**config.mk**
```make
export PLATFORM = sky130hd
export DESIGN_NAME = tile_ram_to_fifo
export DESIGN_NICKNAME = d
export VERILOG_FILES = /design/src/rtl/tile_ram_to_fifo.sv
export SDC_FILE = /design/constraint.sdc
export NUM_CORES = 1
export LEC_CHECK = 0
export CORE_ASPECT_RATIO = 1.1
export CORE_MARGIN = 2
export CORE_UTILIZATION = 56
export DETAILED_ROUTE_END_ITERATION = 8
export PLACE_DENSITY = 0.87
export SLEW_MARGIN = 25
export SYNTH_ARGS = -nofsm -noshare
export SYNTH_HDL_FRONTEND = slang
export SYNTH_SLANG_ARGS = --single-unit
```
**constraint.sdc**
```tcl
create_clock -name clk -period 4.09 [get_ports clk]
set_clock_uncertainty 0.1 [all_clocks]
set_input_delay 0.818 -clock clk [delete_from_list [all_inputs] [get_ports clk]]
set_output_delay 0.818 -clock clk [all_outputs]
set_load 0.02 [all_outputs]
```
**src/rtl/tile_ram_to_fifo.sv**
```systemverilog
// Strided TR x TC tile loader: walks a row-major feature map, reads a fixed-latency RAM, pushes raster-ordered words to a FIFO.
// Optional LOAD_CHKSUM_EN adds an XOR checksum over every pushed word of the tile.
module tile_ram_to_fifo #(
    parameter int AW     = 32,
    parameter int DW     = 32,
    parameter int TR     = 64,
    parameter int TC     = 16,
    parameter int LINE   = 16,
    parameter int RD_LAT = 2
) (
    input  logic          clk,
    input  logic          rst,
    input  logic          start,
    input  logic [AW-1:0] base_addr,
    output logic          busy,
    output logic          done,
    output logic [AW-1:0] ram_addr,
    input  logic [DW-1:0] data_from_ram,
    output logic          fifo_push,
    output logic [DW-1:0] data_to_fifo,
    input  logic          fifo_almost_full
`ifdef LOAD_CHKSUM_EN
    ,
    output logic [DW-1:0] chksum
`endif
);

    localparam int RW = (TR > 1) ? $clog2(TR) : 1;
    localparam int CW = (TC > 1) ? $clog2(TC) : 1;

    typedef enum logic [1:0] {IDLE, ISSUE, DRAIN, DONE} state_t;

    state_t            state, state_nxt;
    logic [RW-1:0]     row;
    logic [CW-1:0]     col;
    logic [AW-1:0]     row_base;
    logic [RD_LAT-1:0] vld_pipe;
    logic              issue, start_ok, last_col, last_elem;

    assign last_col  = (col == CW'(TC - 1));
    assign last_elem = last_col && (row == RW'(TR - 1));

    always_ff @(posedge clk or negedge rst) begin
        if (!rst) state <= IDLE;
        else      state <= state_nxt;
    end

    always_comb begin
        state_nxt = state;
        case (state)
            IDLE:    if (start) state_nxt = ISSUE;
            ISSUE:   if (issue && last_elem) state_nxt = DRAIN;
            // The push register is part of the pipeline: wait for the last push to leave it.
            DRAIN:   if (vld_pipe == '0 && !fifo_push) state_nxt = DONE;
            DONE:    state_nxt = IDLE;
            default: state_nxt = IDLE;
        endcase
    end

    always_comb begin
        busy     = (state == ISSUE) || (state == DRAIN);
        done     = (state == DONE);
        issue    = (state == ISSUE) && !fifo_almost_full;
        start_ok = (state == IDLE) && start;
    end

    // ram_addr is preloaded with base on start, so element (0,0) is on the bus in the first ISSUE cycle.
    always_ff @(posedge clk or negedge rst) begin
        if (!rst) begin
            row          <= '0;
            col          <= '0;
            row_base     <= '0;
            ram_addr     <= '0;
            vld_pipe     <= '0;
            fifo_push    <= 1'b0;
            data_to_fifo <= '0;
        end else begin
            vld_pipe  <= (vld_pipe << 1) | RD_LAT'(issue);
            fifo_push <= vld_pipe[RD_LAT-1];
            if (vld_pipe[RD_LAT-1]) data_to_fifo <= data_from_ram;
            if (start_ok) begin
                row      <= '0;
                col      <= '0;
                row_base <= base_addr;
                ram_addr <= base_addr;
            end else if (issue) begin
                if (last_col) begin
                    col      <= '0;
                    row      <= last_elem ? '0 : row + RW'(1);
                    row_base <= row_base + AW'(LINE);
                    ram_addr <= row_base + AW'(LINE);
                end else begin
                    col      <= col + CW'(1);
                    ram_addr <= ram_addr + AW'(1);
                end
            end
        end
    end

`ifdef LOAD_CHKSUM_EN
    always_ff @(posedge clk or negedge rst) begin
        if (!rst)           chksum <= '0;
        else if (start_ok)  chksum <= '0;
        else if (fifo_push) chksum <= chksum ^ data_to_fifo;
    end
`endif

endmodule

```
### Word level (Yosys, flattened, before mapping)

Index checks and enable logic that the tools add are counted.

| storage, ports and cells | value |
|---|---|
| bits in read-only memories | 0 |
| input bits | 68 |
| output and inout bits | 67 |
| memories | 0 |
| bits in writable memories | 0 |
| bits in latches | 0 |
| register bits after elaboration | 111 |

| operators by class | value |
|---|---|
| bitwise operators | 1 |
| add/sub/neg operators | 4 |
| reduce and logical (&&, ||, !) cells | 14 |
| $lt $le $gt $ge | 0 |
| shift-type cells | 0 |
| divide/modulo/power cells | 0 |
| equal/unequal tests | 8 |
| multipliers | 0 |
| multiplexer cells | 17 |

Operators by type and width:

| kind | number |
|---|---|
| $mux 32 | 6 |
| $add 32x1->32 const B | 1 |
| $add 32x5->32 const B | 1 |
| $mux 6 | 4 |
| $mux 4 | 3 |
| $pmux 2 s4 | 1 |
| $add 6x1->6 const B | 1 |
| $eq 6x6->1 const B | 1 |
| $mux 2 | 3 |
| $ne 2x2->1 const B | 3 |
| $logic_and 1x1->1 | 5 |
| $add 4x1->4 const B | 1 |
| $eq 2x2->1 const B | 2 |
| $eq 4x4->1 const B | 1 |
| $logic_not 2->1 | 2 |
| $reduce_bool 2->1 | 2 |
| $reduce_and 3->1 | 1 |
| $eq 2x1->1 const B | 1 |
| $logic_not 1->1 | 2 |
| $or 2x1->2 | 1 |
| $reduce_and 2->1 | 1 |
| $logic_or 1x1->1 | 1 |

### Logic depth before layout (Yosys ltp)

Gate-level depths: netlist of run 1.

| logic depth | value |
|---|---|
| word-level depth | 6 |
| depth in mapped cells | 10 |
| gate-level depth less buffers | 9 |

### Worst setup path after synthesis of run 1

Ideal clock, no wire load.

| timing | value |
|---|---|
| kind | input to register |
| from | in fifo_almost_full |
| to | reg ram_addr[9] |
| setup slack | 1.846 ns |
| stages on the path | 7 |
| buffers on the path | 1 |
| data arrival time | 2.066 ns |
| setup time | 0.077 ns |
| path through | nand2b_1 buf_2 inv_2 nor2_1 or4_1 a21o_1 a21oi_1 |

| between the ends | value |
|---|---|
| longest elaborated chain between the ends | 3 |

Ends and longest elaborated chain:

| what | RTL line | text |
|---|---|---|
| from (decl) | 21 | `input logic fifo_almost_full` |
| $logic_not 1->1 | 63 | `issue = (state == ISSUE) && !fifo_almost_full;` |
| $logic_and 1x1->1 | 63 |  |
| $reduce_bool 2->1 (no source line) | -- |  |
| to (signal assigned) | 85 | `ram_addr <= base_addr;` |
| to (signal assigned) | 91 | `ram_addr <= row_base + AW'(LINE);` |
| to (signal assigned) | 94 | `ram_addr <= ram_addr + AW'(1);` |
| to (decl) | 17 | `output logic [AW-1:0] ram_addr,` |

No other way between the ends.
A chain may end at the register's enable or synchronous reset.

### Final worst setup path of run 1

| timing | value |
|---|---|
| from | in start |
| to | reg ram_addr[17] |

| between the ends | value |
|---|---|
| longest elaborated chain between the ends | 2 |
| elaborated cells between the ends (all ways) | 3 |
| those cells by class | mux (1); reduce/logical (2) |

Ends and longest elaborated chain:

| what | RTL line | text |
|---|---|---|
| from (decl) | 13 | `input logic start,` |
| $logic_and 1x1->1 * | 64 | `start_ok = (state == IDLE) && start;` |
| $mux 32 / $reduce_bool 2->1 (equally long branches) | -- |  |

Every way passes the cells marked *; elsewhere a longest branch is shown, timed or not.

==> impl_results.md, run 1 <==
* Status: finished, final reports clean
* First-pass GRT wire length at 30.4 mm
* Area Overhead vs Synth at 28.4%
* Combinational Power Share at 27.0%
* CP Buf/Inv Count at 1
* TritonCTS Buffers at 9
* Most common cell on crit path: a21oi_1
* Vias in the first global route at 6022
* Synth async-reset ratio at 100%
* Slew headroom at 33.5%
* GRT Total Usage at approximately a third
* CTS Buffer Depth at 2
* CTS sink cnt at around 110
* Crit. End Element: flip-flop
* Hold Crit Class: flip-flop to flip-flop
* Leading cell type in the layout, fill and taps excluded: clkdlybuf4s50_1
* Worst setup SP type: primary input
* Die Y at 115 µm
* Worst skew pair latency at approximately 360 ps
* Slowest-stage cell, CP: nor2_1
* GPL Wtd Cong at 0.959
* Final Net Count at 877
* DIE AREA at 12000 µm²
* Post-synth top area cell: dfrtp_1
* Delay-heaviest family, CP: simple AND/OR/NAND/NOR gates
* Synth warn at 0
* P_sw at 1.07 mW
* Crit path largest cell delay at 550 ps
* Pre-antenna DRT Iters at 5
* Max Freq at 0.346 GHz
* Top Ports at roughly 140
* Vias at approximately 6100
* GRT overflow at 0
* Kind of critical path: primary input to flip-flop
* Routed wire length at about 19 mm
* Clock slew at reported path FFs at 70 ps
* Row count at 40
* Port bufs at 134
* Share of cells above drive strength 1 at under 10%
* Ant diodes at 0
* Worst slack at placement at 885 ps
* Hold Buf Count CTS at 0
* DR vias/cell at 6.41
* Largest cells by area after synthesis: dfrtp_1, mux2_2, a21oi_1
* Synthesized area at 6260 µm²
* Number of routed nets with antenna violations at 0
* Seq pwr share at 45.1%
* Switch share at 32.9%
* Slack of the critical path at 1200 ps
* Core Area at 10900 µm²
* Leak at approximately 3.2 nW
* Final hold violation count at 0
* CTS resizes at 0
* Initial antenna violation count at 0
* Clk pwr share at 27.9%
* Maximum vdd drop at 0.276 mV
* Post-synth EDFFs at 0
* Main synth FF type: dfrtp_1
* Initial Utilization at 57.4%
* DRC errors left at 0
* Crit-path max FO at 26
* Iteration-0 DRC Markers at 629
* CTS tree: yes
* #FFs+latches synth at roughly 110
* Minimum clock period at 2890 ps
* Final Cycle Share at 70.6%
* Syn_area_per_cell at 9.20 µm²
* Mapped Nets at 757
* Final Total Pwr at 3.25 mW
* Post-synth top area share at about 44%
* Synth Instances at 681
* Seq/Total Area, Yosys at 44.3%
* Hpwl dp at 13.3 mm
* Worst-margin pin slew at 998 ps
* RSZ-0062 raised after global routing: no
* Yosys cell types at 62
* Critical Path RT at 4230 ps
* Root Driver: clkbuf_16
* Sum Neg Setup Slack at 0 ps
* Maxcap violations at 0
* Pwr per Cell Area at 405 nW/µm²
* Internal power at 2.18 mW
* Crit path cell chain: clkdlybuf4s50_1, nand2_2, nand2_1, nor2_1, a21oi_1, o21ai_0, a21oi_1
* Critical Path AT at 3030 ps
* Final Max Tran Viols at 0
* Finish-stage setup viols at 0
* WL/cell at 19.8 µm
* Fillers at 800
* H-Tree Depth at 3
* Die Wd at 105 µm
* Pin count of the biggest net entering global routing at 81
* Worst hold slack at 287 ps
* Post-CTS setup buffers at 0
* Most frequent cells in the layout: clkdlybuf4s50_1, dfrtp_1, nor2_1, nand2_1, a21oi_1
logic make-up after synthesis:
| logic type | after synthesis | synth area share (%) |
|---|---|---|
| AO/OA/AOI/OAI | 197 | 19.2 |
| XOR/XNOR | 42 | 5.87 |
| adder cells (fa/ha/maj) | 8 | 1.60 |
| buffers and inverters | 46 | 2.90 |
| flip-flops | 111 | 44.3 |
| multiplexers | 36 | 6.41 |
| AND/OR/NAND/NOR | 241 | 19.7 |
worst reg2reg max path, cell delays in order (launching register included):
cell and delay (ps):
dfrtp_1 410, ha_1 200, and3_1 820, nor2_1 350, nand2_1 430, o221ai_1 200, o31ai_1 100, o21a_1 140
power by group through the flow:
stage | clock, mW | combinational, mW | sequential [mW]
6_report | 0.907 | 0.879 | 1.47
5_1_grt | 0.962 | 0.943 | 1.49
4_1_cts | 0.917 | 0.879 | 1.46
3_5_place_dp | 0 | 0.875 | 1.48
3_3_place_gp | 0 | 0.851 | 1.47
2_1_floorplan | 0 | 0.308 | 1.57
sequential cells by signal (all words and copies together), names as in the netlist:
signal / cells
row: 6
fifo_push: 1
data_to_fifo: 32
row_base: 32
col: 4
ram_addr: 32
state: 2
vld_pipe: 2
metrics by stage:
stage	instances	cell area, µm²	util, %
2_1_floorplan	681	6260	-
3_3_place_gp	937	7740	70.9
3_5_place_dp	937	7740	70.9
4_1_cts	953	8040	73.7
5_1_grt	953	8040	73.7
6_report	953	8040	73.7
final cells by class:
cell class / instances / area [µm²] / share of cell area [%]
Inverter: 8 / 30.0 / 0.373
Timing Repair Buffer: 147 / 1440 / 17.9
Sequential cell: 111 / 2780 / 34.5
Clock inverter: 5 / 67.6 / 0.840
Clock buffer: 11 / 233 / 2.89
Tap cell: 147 / 184 / 2.29
Multi-Input combinational cell: 524 / 3310 / 41.1
final timing paths:
check                       startpoint           end  slack, ps  depth (start not counted)
min reg2reg                vld_pipe[0]   vld_pipe[1]        290                          0
min                        vld_pipe[0]   vld_pipe[1]        290                          0
max reg2reg                     col[0]  ram_addr[15]       1260                          7
min in group asynchronous          rst   row_base[3]        370                          1
max in group asynchronous          rst  ram_addr[23]       2680                          2
max                              start  ram_addr[17]       1200                          7
metal layers:
layer | share of wire [%] | up-vias | global-route usage [%]
met4 | 3.4 | 0 | 14.8
met3 | 9.5 | 57 | 7.37
met1 | 38 | 2943 | 39.8
met2 | 49 | 358 | 54.2
li1 | - | 2749 | -
met5 | 0 | - | 0
synthesized netlist by cell type (5+ instances only):
| cell | number |
|---|---|
| o21a_1 | 6 |
| a22oi_1 | 6 |
| and3_1 | 13 |
| a311oi_1 | 5 |
| buf_1 | 5 |
| xor2_1 | 22 |
| inv_1 | 7 |
| and4_1 | 11 |
| o21ai_0 | 54 |
| nand2_1 | 66 |
| dfrtp_1 | 111 |
| ha_1 | 8 |
| buf_2 | 6 |
| xnor2_1 | 20 |
| clkbuf_1 | 26 |
| nand4_1 | 20 |
| nand3_1 | 30 |
| a221oi_1 | 6 |
| mux2_2 | 33 |
| nor3_1 | 11 |
| nor2_1 | 66 |
| o22ai_1 | 15 |
| a21oi_1 | 64 |
Note: power is estimated with default switching activity, not from simulation.
==> run 2: changes to the inputs <==
Settings changed: CORE_UTILIZATION 56 to 52, PLACE_DENSITY 0.87 to 0.82.
Clock period 4.09 ns to 2.7 ns, I/O delays scaled along.
==> run 2 against run 1 <==
Effect of this change:
- sequential cell count is the same
- clock power grew 40%
- clock-buffer cell count shrank 1
- core utilization shrank 4.7 points
- worst hold slack lost 270 ps
- largest cell class unchanged
- combinational power grew 51%
- setup slack lost 1100 ps
- power grew 49%
- cell area grew 1.9%
- first-iteration DRC count shrank 16%
- die area grew 7.4%
- sequential power grew 52%
==> impl_results.md, run 2 (synthesized netlist as in run 1, its figures left out) <==
* Slowest-stage cell, CP: dfrtp_1
* Initial Utilization at 52.7% (-4.7 points)
* Root Driver: clkbuf_16
* Fillers at 937 (+17%)
* Setup crit start: row_base[4]
* TritonCTS Buffers at 9 (unchanged)
* Hold Crit Class: primary input to async pin
* Internal power at 3.22 mW (+47%)
* P_sw at 1.62 mW (+51%)
* Final Cycle Share at 95.3%
* CTS tree: yes
* M2 GR Usage at 49.9% (-4.3 points)
* Worst skew pair latency at 360 ps (about the same)
* Crit Reg-Reg Startpoint: row_base[4]
* Most frequent cells in the layout: clkdlybuf4s50_1, dfrtp_1, nor2_1, nand2_1, a21oi_1
* Crit path cell chain: ha_1, nand3_4, nor4_4, buf_4, and4_1, xor2_1, a222oi_1, o21ai_1
* R2r setup slk at 130 ps (-1130 ps)
* Area Overhead vs Synth at 30.8%
* WL/cell at 19.7 µm (-0.71%)
* DR vias/cell at 6.27 (-2.1%)
* GPL Wtd Cong at 0.928 (-3.2%)
* Crit. End Element: flip-flop
* CP Buf/Inv Count at 1 (unchanged)
* Grt peak-use layer: met2
* Core Area at 11900 µm² (+8.9%)
* Status: finished, final reports clean
* First-pass GRT wire length at 31.0 mm (+2.2%)
* Iteration-0 DRC Markers at 531 (-16%)
* Delay-heaviest family, CP: simple AND/OR/NAND/NOR gates
* Vias at 6148 (+0.67%)
* Clk pwr share at 26.3% (-1.6 points)
* DP Area at 7920 µm² (+2.4%)
* CTS Buffer Depth at 2 (unchanged)
* Slew headroom at 69.9% (+36 points)
* Finish-stage setup viols at 0 (unchanged)
* Number of routed nets with antenna violations at 0 (unchanged)
* Share of cells above drive strength 1 at 11.5% (+2.3 points)
* Worst setup SP type: flip-flop
* CTS resizes at 0 (unchanged)
* Die Y at 119 µm (+3.6%)
* DIE AREA at 12900 µm² (+7.4%)
* Leading cell type in the layout, fill and taps excluded: clkdlybuf4s50_1
* Kind of critical path: flip-flop to flip-flop
* Leak at 3.32 nW (+2.8%)
* Area of the multi-input gates at 3310 µm² (unchanged)
* Final hold violation count at 0 (unchanged)
* CTS sink cnt at 111 (unchanged)
* Port bufs at 134 (unchanged)
* Max Freq at 0.389 GHz
* Crit-path max FO at 10 (-62%)
* Pwr per Cell Area at 590 nW/µm² (+46%)
* Worst-margin pin slew at 440 ps (-558 ps)
* GR Util met1 at 39.0% (-0.82 points)
* Clock slew at reported path FFs at 70 ps (about the same)
* Row count at 42 (+5.0%)
* Final Net Count at 897 (+2.3%)
* Design area at 8200 µm² (+1.9%)
* RSZ-0062 raised after global routing: no
* Critical Path AT at 2710 ps (-320 ps)
* Final Max Tran Viols at 0 (unchanged)
* Post-CTS setup buffers at 0 (unchanged)
* Ant diodes at 0 (unchanged)
* Vias in the first global route at 6168 (+2.4%)
* Seq pwr share at 46.1% (+1.0 points)
* Register area at 2780 µm² (unchanged)
* Maximum vdd drop at 0.437 mV (+58%)
* Biggest regs: data_to_fifo x32, ram_addr x32, row_base x32
* GRT overflow at 0 (unchanged)
* Maxcap violations at 0 (unchanged)
* Combinational Power Share at 27.6% (+0.6 points)
* Critical Path RT at 2830 ps (-1400 ps)
* Hold Buf Count CTS at 0 (unchanged)
* Minimum clock period at roughly 2600 ps
* Top Ports at 135 (unchanged)
* Sum Neg Setup Slack at 0 ps (unchanged)
* GRT Total Usage at 30.8% (-1.4 points)
* H-Tree Depth at 3 (unchanged)
* Crit path largest cell delay at 450 ps (-100 ps)
* Switch share at 33.4% (+0.54 points)
* Pre-antenna DRT Iters at 5 (unchanged)
* Routed wire length at 19.3 mm (+2.1%)
* Pin count of the biggest net entering global routing at 53 (-35%)
* DRC errors left at 0 (unchanged)
* Die Wd at 109 µm (+3.6%)
* Initial antenna violation count at 0 (unchanged)
* Hpwl dp at 14.2 mm (+6.7%)
* Met3 Usage GRT at 7.06% (-0.31 points)
-- run 2: changes by cell type in the layout (fill, tap and decap cells not counted), sizes merged --
| cell | previous run | this run |
|---|---|---|
| buf | 14 | 34 |
| clkinvlp | 0 | 2 |
| bufinv | 1 | 0 |
| clkbuf | 11 | 10 |
-- run 2: cell type report --
class                   count  area share, %
repair buffers            167           19.7
multi-input cells         524           40.4
clock buffers              10           2.79
flip-flops and latches    111           33.9
well taps                 154           2.35
clock inverters             6          0.565
inverters                   8          0.366
-- run 2: per-layer routing --
| metal | up-vias | part of all wire [%] |
|---|---|---|
| met2 | 355 | 48 |
| met1 | 2962 | 38 |
| met3 | 46 | 9.8 |
| li1 | 2785 | - |
| met5 | - | 0 |
| met4 | 0 | 3.4 |
-- run 2: power groups by stage --
stage	Combinational (mW)	Sequential [mW]	Clock, mW
after detailed placement	1.33	2.25	0
after global placement	1.30	2.23	0
after global routing	1.45	2.26	1.35
final	1.33	2.23	1.27
after CTS	1.34	2.22	1.29
after floorplan	0.466	2.38	0
-- run 2: metrics by stage --
| stage | total power, mW | hold slack [ps] | utilization (%) | worst slack (ps) | cells |
|---|---|---|---|---|---|
| floorplan | 2.85 | 144 | - | 470 | 681 |
| global placement | 3.53 | 302 | 66.7 | 172 | 964 |
| detailed placement | 3.58 | 297 | 66.7 | 153 | 964 |
| CTS | 4.85 | 26.6 | 69.0 | 140 | 980 |
| global route | 5.06 | 53.1 | 69.0 | 17.4 | 980 |
| finish | 4.83 | 17.6 | 69.0 | 126 | 980 |
-- run 2: worst paths after layout --
check,depth (start not counted),end
max,8,ram_addr[22]
min,1,row_base[1]
max reg2reg,8,ram_addr[22]
min reg2reg,0,vld_pipe[1]
max in group asynchronous,2,data_to_fifo[15]
min in group clk,0,vld_pipe[1]
==> run 3: changes to the inputs <==
Settings changed: CAP_MARGIN set to 20.
==> results of run 3 <==
Same layout as run 2: the final DEF is identical, and so are final timing and power.
